$ cat config.mk
export PLATFORM = sky130hd
export DESIGN_NAME = fta_io_responder32
export DESIGN_NICKNAME = d
export VERILOG_FILES = /design/src/rtl/fta_bus_pkg.sv /design/src/rtl/fta_cmd_fifo.sv /design/src/rtl/fta_io_responder32.sv
export SDC_FILE = /design/constraint.sdc
export NUM_CORES = 1
export LEC_CHECK = 0
export BUFFER_PORTS_ARGS = -buffer_cell sky130_fd_sc_hd__buf_4
export CORE_ASPECT_RATIO = 1.1
export CORE_MARGIN = 1
export CORE_UTILIZATION = 30
export CTS_CLUSTER_SIZE = 12
export DETAILED_ROUTE_END_ITERATION = 8
export SLEW_MARGIN = 20
export SYNTH_ARGS = -nofsm -noshare
export SYNTH_HDL_FRONTEND = slang
export SYNTH_SLANG_ARGS = --single-unit
$ cat constraint.sdc
create_clock -name clk_i -period 4.25 [get_ports clk_i]
set_clock_uncertainty 0.2 [all_clocks]
set_input_delay 0.425 -clock clk_i [delete_from_list [all_inputs] [get_ports clk_i]]
set_output_delay 0.425 -clock clk_i [all_outputs]
set_load 0.02 [all_outputs]
$ cat src/rtl/fta_bus_pkg.sv
// Shared FTA I/O channel types and responder constants.
package fta_bus_pkg;

  typedef logic [3:0] fta_cid_t;
  typedef logic [7:0] fta_tid_t;

  typedef struct packed {
    fta_cid_t    cid;
    fta_tid_t    tid;
    logic        cyc;
    logic        stb;
    logic        we;
    logic [3:0]  sel;
    logic [31:0] padr;
    logic [31:0] dat;
  } fta_cmd_request32_t;

  typedef struct packed {
    fta_cid_t    cid;
    fta_tid_t    tid;
    logic        stall;
    logic        next;
    logic        ack;
    logic        rty;
    logic        err;
    logic [3:0]  pri;
    logic [31:0] adr;
    logic [31:0] dat;
  } fta_cmd_response32_t;

  typedef struct packed {
    logic        we;
    logic [3:0]  sel;
    logic [31:0] padr;
    logic [31:0] dat;
    fta_cid_t    cid;
    fta_tid_t    tid;
  } fta_cmd_entry_t;

  typedef enum logic [1:0] {
    IDLE,
    ACCESS,
    RESP
  } fta_rsp_state_t;

  localparam logic [31:0] FTA_TO_DATA = 32'hDEADDEAD;

  function automatic fta_cmd_entry_t fta_req_to_entry(input fta_cmd_request32_t r);
    fta_cmd_entry_t e;
    e.we   = r.we;
    e.sel  = r.sel;
    e.padr = r.padr;
    e.dat  = r.dat;
    e.cid  = r.cid;
    e.tid  = r.tid;
    return e;
  endfunction

endpackage

$ cat src/rtl/fta_cmd_fifo.sv
// Synchronous command FIFO; push ignored when full, pop ignored when empty.
module fta_cmd_fifo #(
  parameter int unsigned WIDTH = 8,
  parameter int unsigned DEPTH = 4
) (
  input  logic                   clk_i,
  input  logic                   rst_ni,
  input  logic                   push_i,
  input  logic                   pop_i,
  input  logic [WIDTH-1:0]       din_i,
  output logic [WIDTH-1:0]       dout_o,
  output logic                   full_o,
  output logic                   empty_o,
  output logic [$clog2(DEPTH):0] count_o
);

  localparam int unsigned AW = $clog2(DEPTH);
  localparam int unsigned CW = AW + 1;
  localparam logic [AW:0] FULL_LVL = DEPTH[AW:0];

  logic [WIDTH-1:0] mem [DEPTH];
  logic [AW-1:0]    wr_ptr_q;
  logic [AW-1:0]    rd_ptr_q;
  logic [AW:0]      count_q;
  logic             do_push;
  logic             do_pop;

  assign full_o  = (count_q == FULL_LVL);
  assign empty_o = (count_q == '0);
  assign count_o = count_q;
  assign dout_o  = mem[rd_ptr_q];
  assign do_push = push_i & ~full_o;
  assign do_pop  = pop_i & ~empty_o;

  always_ff @(posedge clk_i) begin
    if (do_push) mem[wr_ptr_q] <= din_i;
  end

  always_ff @(posedge clk_i or negedge rst_ni) begin
    if (!rst_ni) begin
      wr_ptr_q <= '0;
      rd_ptr_q <= '0;
      count_q  <= '0;
    end else begin
      if (do_push) wr_ptr_q <= wr_ptr_q + AW'(1);
      if (do_pop)  rd_ptr_q <= rd_ptr_q + AW'(1);
      case ({do_push, do_pop})
        2'b10:   count_q <= count_q + CW'(1);
        2'b01:   count_q <= count_q - CW'(1);
        default: count_q <= count_q;
      endcase
    end
  end

endmodule

$ cat src/rtl/fta_io_responder32.sv
// Device-end FTA responder: window filter, command queue, local bus sequencer.
module fta_io_responder32
  import fta_bus_pkg::*;
#(
  parameter logic [31:0] BASE      = 32'hFEE00000,
  parameter logic [31:0] MASK      = 32'hFFFF0000,
  parameter int unsigned DEPTH     = 4,
  parameter int unsigned TO_CYCLES = 255,
  parameter logic [3:0]  PRI       = 4'd7
) (
  input  logic                clk_i,
  input  logic                rst_ni,
  input  fta_cmd_request32_t  req,
  output fta_cmd_response32_t resp,
  output logic                dev_cs_o,
  output logic                dev_we_o,
  output logic [31:0]         dev_adr_o,
  output logic [3:0]          dev_sel_o,
  output logic [31:0]         dev_dat_o,
  input  logic                dev_ack_i,
  input  logic [31:0]         dev_dat_i
);

  localparam int unsigned     CNTW        = $clog2(DEPTH) + 1;
  localparam logic [7:0]      TO_LIMIT    = 8'(TO_CYCLES);
  localparam logic [CNTW-1:0] STALL_LEVEL = CNTW'(DEPTH - 1);

  fta_rsp_state_t      state_q, state_d;
  fta_cmd_entry_t      cur_q;
  fta_cmd_entry_t      head;
  fta_cmd_entry_t      req_entry;
  logic [7:0]          cnt_q;
  logic                accept;
  logic                push;
  logic                pop;
  logic                reject;
  logic                start;
  logic                done;
  logic                fifo_full;
  logic                fifo_empty;
  logic [CNTW-1:0]     fifo_count;
  logic [CNTW-1:0]     count_nxt;
  fta_cmd_response32_t resp_q, rsp_d;
  fta_cmd_response32_t cmp_rsp, rty_rsp;
  fta_cmd_response32_t hold_q;
  logic                hold_v_q;

  assign req_entry  = fta_req_to_entry(req);
  assign accept     = req.cyc & req.stb & ((req.padr & MASK) == BASE);
  assign push       = accept & ~fifo_full;
  assign reject     = accept & fifo_full;
  assign done       = (state_q == ACCESS) & (dev_ack_i | (cnt_q == TO_LIMIT));
  assign count_nxt  = fifo_count + CNTW'(push) - CNTW'(pop);

  // The in-flight command keeps its FIFO slot until it completes, so the
  // occupancy seen by full/stall includes it; an empty FIFO is bypassed
  // straight into the current register for two-cycle latency.
  fta_cmd_fifo #(
    .WIDTH ($bits(fta_cmd_entry_t)),
    .DEPTH (DEPTH)
  ) u_fifo (
    .clk_i   (clk_i),
    .rst_ni  (rst_ni),
    .push_i  (push),
    .pop_i   (pop),
    .din_i   (req_entry),
    .dout_o  (head),
    .full_o  (fifo_full),
    .empty_o (fifo_empty),
    .count_o (fifo_count)
  );

  always_ff @(posedge clk_i or negedge rst_ni) begin
    if (!rst_ni) begin
      state_q <= IDLE;
      cur_q   <= '0;
      cnt_q   <= '0;
    end else begin
      state_q <= state_d;
      if (start) begin
        cur_q <= fifo_empty ? req_entry : head;
        cnt_q <= '0;
      end else if ((state_q == ACCESS) && !done) begin
        cnt_q <= cnt_q + 8'd1;
      end
    end
  end

  // RESP is held while a retry pre-empts the pending completion.
  always_comb begin
    state_d = state_q;
    start   = 1'b0;
    pop     = 1'b0;
    case (state_q)
      IDLE: begin
        if (!fifo_empty || push) begin
          start   = 1'b1;
          state_d = ACCESS;
        end
      end
      ACCESS: begin
        if (done) begin
          pop     = 1'b1;
          state_d = RESP;
        end
      end
      RESP: begin
        if (!(hold_v_q && reject)) begin
          if (!fifo_empty || push) begin
            start   = 1'b1;
            state_d = ACCESS;
          end else begin
            state_d = IDLE;
          end
        end
      end
      default: state_d = IDLE;
    endcase
  end

  always_comb begin
    cmp_rsp     = '0;
    cmp_rsp.cid = cur_q.cid;
    cmp_rsp.tid = cur_q.tid;
    cmp_rsp.adr = cur_q.padr;
    cmp_rsp.pri = PRI;
    if (dev_ack_i) begin
      cmp_rsp.ack = 1'b1;
      cmp_rsp.dat = cur_q.we ? '0 : dev_dat_i;
    end else begin
      cmp_rsp.err = 1'b1;
      cmp_rsp.dat = FTA_TO_DATA;
    end

    rty_rsp     = '0;
    rty_rsp.cid = req.cid;
    rty_rsp.tid = req.tid;
    rty_rsp.adr = req.padr;
    rty_rsp.pri = PRI;
    rty_rsp.rty = 1'b1;

    rsp_d     = resp_q;
    rsp_d.ack = 1'b0;
    rsp_d.rty = 1'b0;
    rsp_d.err = 1'b0;
    if (reject)        rsp_d = rty_rsp;
    else if (hold_v_q) rsp_d = hold_q;
    else if (done)     rsp_d = cmp_rsp;
    rsp_d.stall = (count_nxt >= STALL_LEVEL);
  end

  always_ff @(posedge clk_i or negedge rst_ni) begin
    if (!rst_ni) begin
      resp_q     <= '0;
      resp_q.pri <= PRI;
      hold_q     <= '0;
      hold_v_q   <= 1'b0;
    end else begin
      resp_q <= rsp_d;
      if (reject && done) begin
        hold_q   <= cmp_rsp;
        hold_v_q <= 1'b1;
      end else if (!reject) begin
        hold_v_q <= 1'b0;
      end
    end
  end

  assign resp      = resp_q;
  assign dev_cs_o  = (state_q == ACCESS);
  assign dev_we_o  = dev_cs_o & cur_q.we;
  assign dev_sel_o = dev_cs_o ? cur_q.sel  : '0;
  assign dev_adr_o = dev_cs_o ? cur_q.padr : '0;
  assign dev_dat_o = dev_cs_o ? cur_q.dat  : '0;

endmodule
## After elaboration in Yosys (flattened, before gate mapping)

Memories as Yosys holds them, arrays and structs flattened.
Index checks and enable logic that the tools add are counted.

| cells by class | value |
|---|---|
| add/subtract/negate cells | 7 |
| magnitude comparators | 1 |
| equal/unequal tests | 11 |
| muxes and demuxes | 28 |
| bitwise operators | 11 |
| reductions and logical operators | 12 |

Operators with widths:

| operator | count |
|---|---|
| two-way mux 85 bit | 3 |
| two-way mux 32 bit | 4 |
| two-way mux 81 bit | 1 |
| == test 16 bit, second input constant | 1 |
| two-way mux 8 bit | 2 |
| two-way mux 1 bit | 11 |
| adder 8 x 1 -> 8 bit, second input constant | 1 |
| AND 1 bit | 8 |
| == test 8 bit, second input constant | 1 |
| two-way mux 2 bit | 3 |
| case mux 2 bit (3 select lines) | 1 |
| case mux 3 bit (2 select lines) | 1 |
| adder 2 x 1 -> 2 bit, second input constant | 2 |
| == test 2 x 1 -> 1 bit, second input constant | 2 |
| == test 2 bit, second input constant | 2 |
| two-way mux 4 bit | 1 |
| inequality test 2 x 1 -> 1 bit, second input constant | 2 |
| inequality test 2 bit, second input constant | 2 |
| nonzero test 2 bit | 2 |
| adder 3 x 1 -> 3 bit | 1 |
| adder 3 x 1 -> 3 bit, second input constant | 1 |
| == test 3 bit, second input constant | 1 |
| greater-or-equal comparator 3 x 2 -> 1 bit, second input constant | 1 |
| logical AND 1 bit | 3 |
| other kinds (11) | 13 |

| word-level totals | value |
|---|---|
| register bits after elaboration | 263 |
| memory bits (writable) | 324 |
| input bits | 118 |
| output and inout bits | 155 |
| memories kept | 1 |

Memories:

| name | depth | bits a word | rd ports | clocked after Yosys merged registers in | wr ports | RTL line | RTL |
|---|---|---|---|---|---|---|---|
| u_fifo.mem | 4 | 81 | 1 | 0 | 1 | fta_cmd_fifo.sv:21 | `logic [WIDTH-1:0] mem [DEPTH];` |

## Depth between registers and ports, before layout

| depth | value |
|---|---|
| depth in word-level cells | 8 |
| gate-level depth with buffers | 12 |
| mapped depth without buffers | 12 |

## By module

From an unflattened synthesis, not the netlist that was laid out.

| second synthesis, totals | value |
|---|---|
| cell total of the unflattened synthesis | 1742 |
| area total of the unflattened synthesis | 24800.0 um^2 |

Modules (own cells, without submodules):

| module | times used | cells each | area each (um^2) |
|---|---|---|---|
| fta_io_responder32 | 1 | 1282 | 12682.2 |
| fta_cmd_fifo | 1 | 460 | 12117.9 |

## Worst setup path after synthesis

No wires, ideal clock.

| path | value |
|---|---|
| kind | input-to-reg |
| from | in req[62] in the netlist's numbering |
| to | mem u_fifo.mem[2][0] in the netlist's numbering, enable pin |
| library setup time | 0.448 ns |
| arrival | 3.609 ns |
| data required time | 3.602 ns |
| slack | -0.007 ns |
| cell stages on the path | 5 |
| path buffers | 0 |
| cell sequence | nand4_1 > or4_1 > or2_1 > a21oi_1 > and2_1 |

| between the ends | value |
|---|---|
| cells in the longest elaborated chain, start to end | 6 |

Ends and longest elaborated chain:

| what | RTL line | RTL |
|---|---|---|
| start: declaration | fta_io_responder32.sv:13 | `input fta_cmd_request32_t req,` |
| == test 16 bit | fta_io_responder32.sv:49 | `assign accept = req.cyc & req.stb & ((req.padr & MASK) == BASE);` |
| AND 1 bit | fta_io_responder32.sv:49 |  |
| AND 1 bit | fta_io_responder32.sv:50 | `assign push = accept & ~fifo_full;` |
| AND 1 bit | fta_cmd_fifo.sv:32 | `assign do_push = push_i & ~full_o;` |
| net u_fifo.do_push | fta_cmd_fifo.sv:25 | `logic do_push;` |
| two-way mux 1 bit | fta_cmd_fifo.sv:36 | `if (do_push) mem[wr_ptr_q] <= din_i;` |
| two-way mux 1 bit (implied by the code) | fta_cmd_fifo.sv:36 |  |
| end: declaration | fta_cmd_fifo.sv:21 |  |

The timed path passes the listed nets, and every way through them passes these cells.

## Worst setup path after layout

| path | value |
|---|---|
| from | in req[48] in the netlist's numbering |
| to | reg cur_q (netlist bit cmp_rsp[40]) |

| between the ends | value |
|---|---|
| cells in the longest elaborated chain, start to end | 7 |
| elaborated cells between the ends (all ways) | 9 |
| classes of those cells | 1 x eq/ne; 3 x mux; 3 x bitwise; 2 x reduce/logical |

Ends and longest elaborated chain:

| what | RTL line | RTL |
|---|---|---|
| == test 16 bit * | fta_io_responder32.sv:49 |  |
| AND 1 bit * | fta_io_responder32.sv:49 |  |
| AND 1 bit | fta_io_responder32.sv:50 |  |
| logical OR 1 bit | fta_io_responder32.sv:96, fta_io_responder32.sv:109 |  |
| two-way mux 1 bit | fta_io_responder32.sv:96, fta_io_responder32.sv:109 |  |
| two-way mux 1 bit | fta_io_responder32.sv:108 | `if (!(hold_v_q && reject)) begin` |
| case mux 1 bit (2 select lines) * | fta_io_responder32.sv:94 | `case (state_q)` |
| end signal: assignment | fta_io_responder32.sv:81 | `cur_q <= fifo_empty ? req_entry : head;` |
| end: declaration | fta_io_responder32.sv:29 | `fta_cmd_entry_t cur_q;` |

Mark *: on every way between the ends. The rest lies on a longest branch, timed or not.
A chain may end at the register's enable or synchronous reset.

==> metrics <==
most frequent CP cell=buf_4; Final TNS setup=0 ns; CP max-delay cell=buf_4; largest net degree at the start of global routing=97; Crit path required time=4.51 ns; status=complete, no violations; share of layout cells above drive strength 1=0.3703; ys flop type=edfxtp_1; synth unique cells=50; fin crit period=3.423 ns; max-slew violations=0; Via-to-Cell Ratio=4.771; Synth Warn #=0; initial antenna violation count=4; IO Count=273; R2R Setup Slk=0.93 ns; Remaining DRCs=0; Total Nets Final=1,972; crit-path max FO=47; Num CTS Buffers=67; Post-Synthesis Cells=1,485; first-pass GRT wire length=92,140 um; CTS Hold Buffers Added=92; Setup Viol. Count Final=0; Post-DP Area=27,390 um^2; Layout area overhead=26.77%; Worst Hold End=hold_q[14]; DIE WIDTH=271.8 um; worst reg2reg path endpoint=resp[72]; Max Cap Viol=0; per-cell routed wire length=20.38 um; router iterations before antenna repair=5; hold path start=dev_dat_i[14]; period utilization=0.8054; worst path arrival time=3.69 ns; post-CTS setup buffers=0; Remaining Overflow, GRT=0; crit-path cells=dlygate4sd3_1, buf_4, nor4bb_1, nand4_1, or2_1, a221oi_4, buf_4, mux2_2; Post-Synth XOR/XNOR Area=0.005468; RR Startpoint=cnt_q[0]; Reg2Reg Depth=13; Final HPWL DP=36,690 um; worst rel slew slack=0.2499; routability cong.=0.7627; vias in the first global route=15,060; static leakage=11.83 nW; clock root cell=clkbuf_16; H-tree levels=3; TritonCTS clock tree=yes; design area=30,460 um^2; clk_lat worst skew=0.59 ns; Final ANT Viol Nets=0; DR iter-0 viols=801; adder-cell share of the synthesized area=0.005833; maximum clock rate=0.2922 GHz; Fin Hold WS=0.1029 ns; Crit. End Element=flip-flop; clock sink count=583; mean post-synth cell area=16.18 um^2; worst slew pin tran=1.121 ns; Die Height=298.8 um; CP Launch Type=input pin; EDFF count, synth=324; #FFs+latches synth=583; register area share after synthesis=0.6748; synthesized cell area=24,030 um^2; clock transition at the registers of the reported paths=0.06 ns; worst vdd ir=0.4102 mV; max incr delay on CP=0.62 ns; post-CTS sizing=0; Synth Area in Compound Gates=0.05046; Crit Path Class=input pin to flip-flop; clk buf depth=3; pwr dens=652.9 nW/um^2; Worst Hold Class=input pin to flip-flop; largest family of logic cells by synthesized area=multiplexers; post-synthesis simple-gate area fraction=0.05416; post-synthesis mux area share=0.1837; Port-buffer cells=270; final hold vios=0; routed wire length=59,950 um; Post-synth ARST share=0.4443; Hold Path Depth=4; Vias=14,040; core area=79,050 um^2; RSZ-0062 raised after global routing=false; Core Rows=108; total track usage=0.1483; Die Area=81,220 um^2; Starting Density=0.3039
==> layout by cell type, fill, tap and decap left out, types with 10 or more instances in the layout <==
cell type and instances:
buf_12 16, a32o_1 10, o22ai_1 10, dfrtp_1 255, a222oi_1 28, buf_4 283, inv_1 32, o31ai_1 23
nand2b_1 24, nor2_1 95, o21ai_0 43, and2_1 71, mux2_2 208, clkbuf_1 19, nand2_1 14, mux4_2 81
a21oi_1 32, a221oi_1 12, nor3_1 27, mux2_1 21, dlygate4sd3_1 92, edfxtp_1 324, clkbuf_16 69
==> power breakdown <==
group          internal (mW)  total (mW)  leakage, nW  switching, mW
combinational           3.39        6.80         4.63           3.41
clock                   3.32        5.53         1.03           2.21
sequential              6.83        7.56         6.16          0.729
==> per-layer routing <==
metal	GRT usage	vias up	routed length, um
li1	-	6366	-
met1	0.1873	7178	25370
met2	0.2526	425	29680
met3	0.03953	61	4100
met4	0.03478	6	755
met5	0	-	35
==> critical path: cells and delay by family <==
family	cells	cell delay, ns
buffers and inverters	3	1.38
and+or+nand+nor	3	1.10
AOI/OAI and AO/OA	1	0.35
muxes	1	0.41
==> cells in the mapped netlist (28+ instances only) <==
master | n | share of area
a21oi_1 | 33 | 0.0069
a222oi_1 | 28 | 0.012
and2_1 | 75 | 0.020
clkbuf_1 | 77 | 0.012
dfrtp_1 | 258 | 0.27
edfxtp_1 | 324 | 0.40
inv_1 | 33 | 0.0052
mux2_2 | 208 | 0.097
mux4_2 | 81 | 0.076
nor2_1 | 95 | 0.015
nor3_1 | 29 | 0.0060
o21ai_0 | 43 | 0.0090
==> logic make-up (layout without fill, tap and decap cells) <==
family,after synthesis,in the layout
xor+xnor,15,15
buf+inv,139,549
simple gates,256,256
other cells,1,3
fa+ha+maj,10,10
mux,311,311
flops,583,583
compound gates,170,170
==> how the worst max path moves through the flow <==
stage,depth (start not counted),to,slack [ns],startpoint
final,8,cmp_rsp[40],0.83,req[48]
after global placement,7,cur_q[17],0.75,req[48]
after global routing,8,cmp_rsp[39],0.61,req[48]
after detailed placement,7,cur_q[21],0.70,req[48]
after CTS,8,cmp_rsp[40],0.71,req[48]
after floorplan,5,u_fifo.mem[0][0],0.86,req[62]
==> flip-flops by register name (all words and copies together), names as in the netlist <==
register         count
cmp_rsp             44
cnt_q                8
cur_q               37
hold_q              79
hold_v_q             1
resp                81
state_q              2
u_fifo.count_o       3
u_fifo.mem         324
u_fifo.rd_ptr_q      2
u_fifo.wr_ptr_q      2
==> area by class of cell <==
class,count,area (um^2)
fill,7333,48590
tap,1045,1308
clock inverter,24,200.2
antenna,1,2.502
multi-input combinational,764,7261
inverter,35,133.9
clock buffer,97,1922
timing repair buffer,393,3408
sequential,583,16220
==> metrics by stage <==
stage	setup slack [ns]	instances	power [mW]	util
floorplan	0.8647	1486	11.92	-
finish	0.8271	2942	19.89	0.3853
CTS	0.7114	2940	20.25	0.3849
global placement	0.7507	2727	14.41	0.3464
detailed placement	0.7018	2727	14.52	0.3464
global route	0.6113	2942	20.99	0.3853
Power figures use the tool's default switching activity.
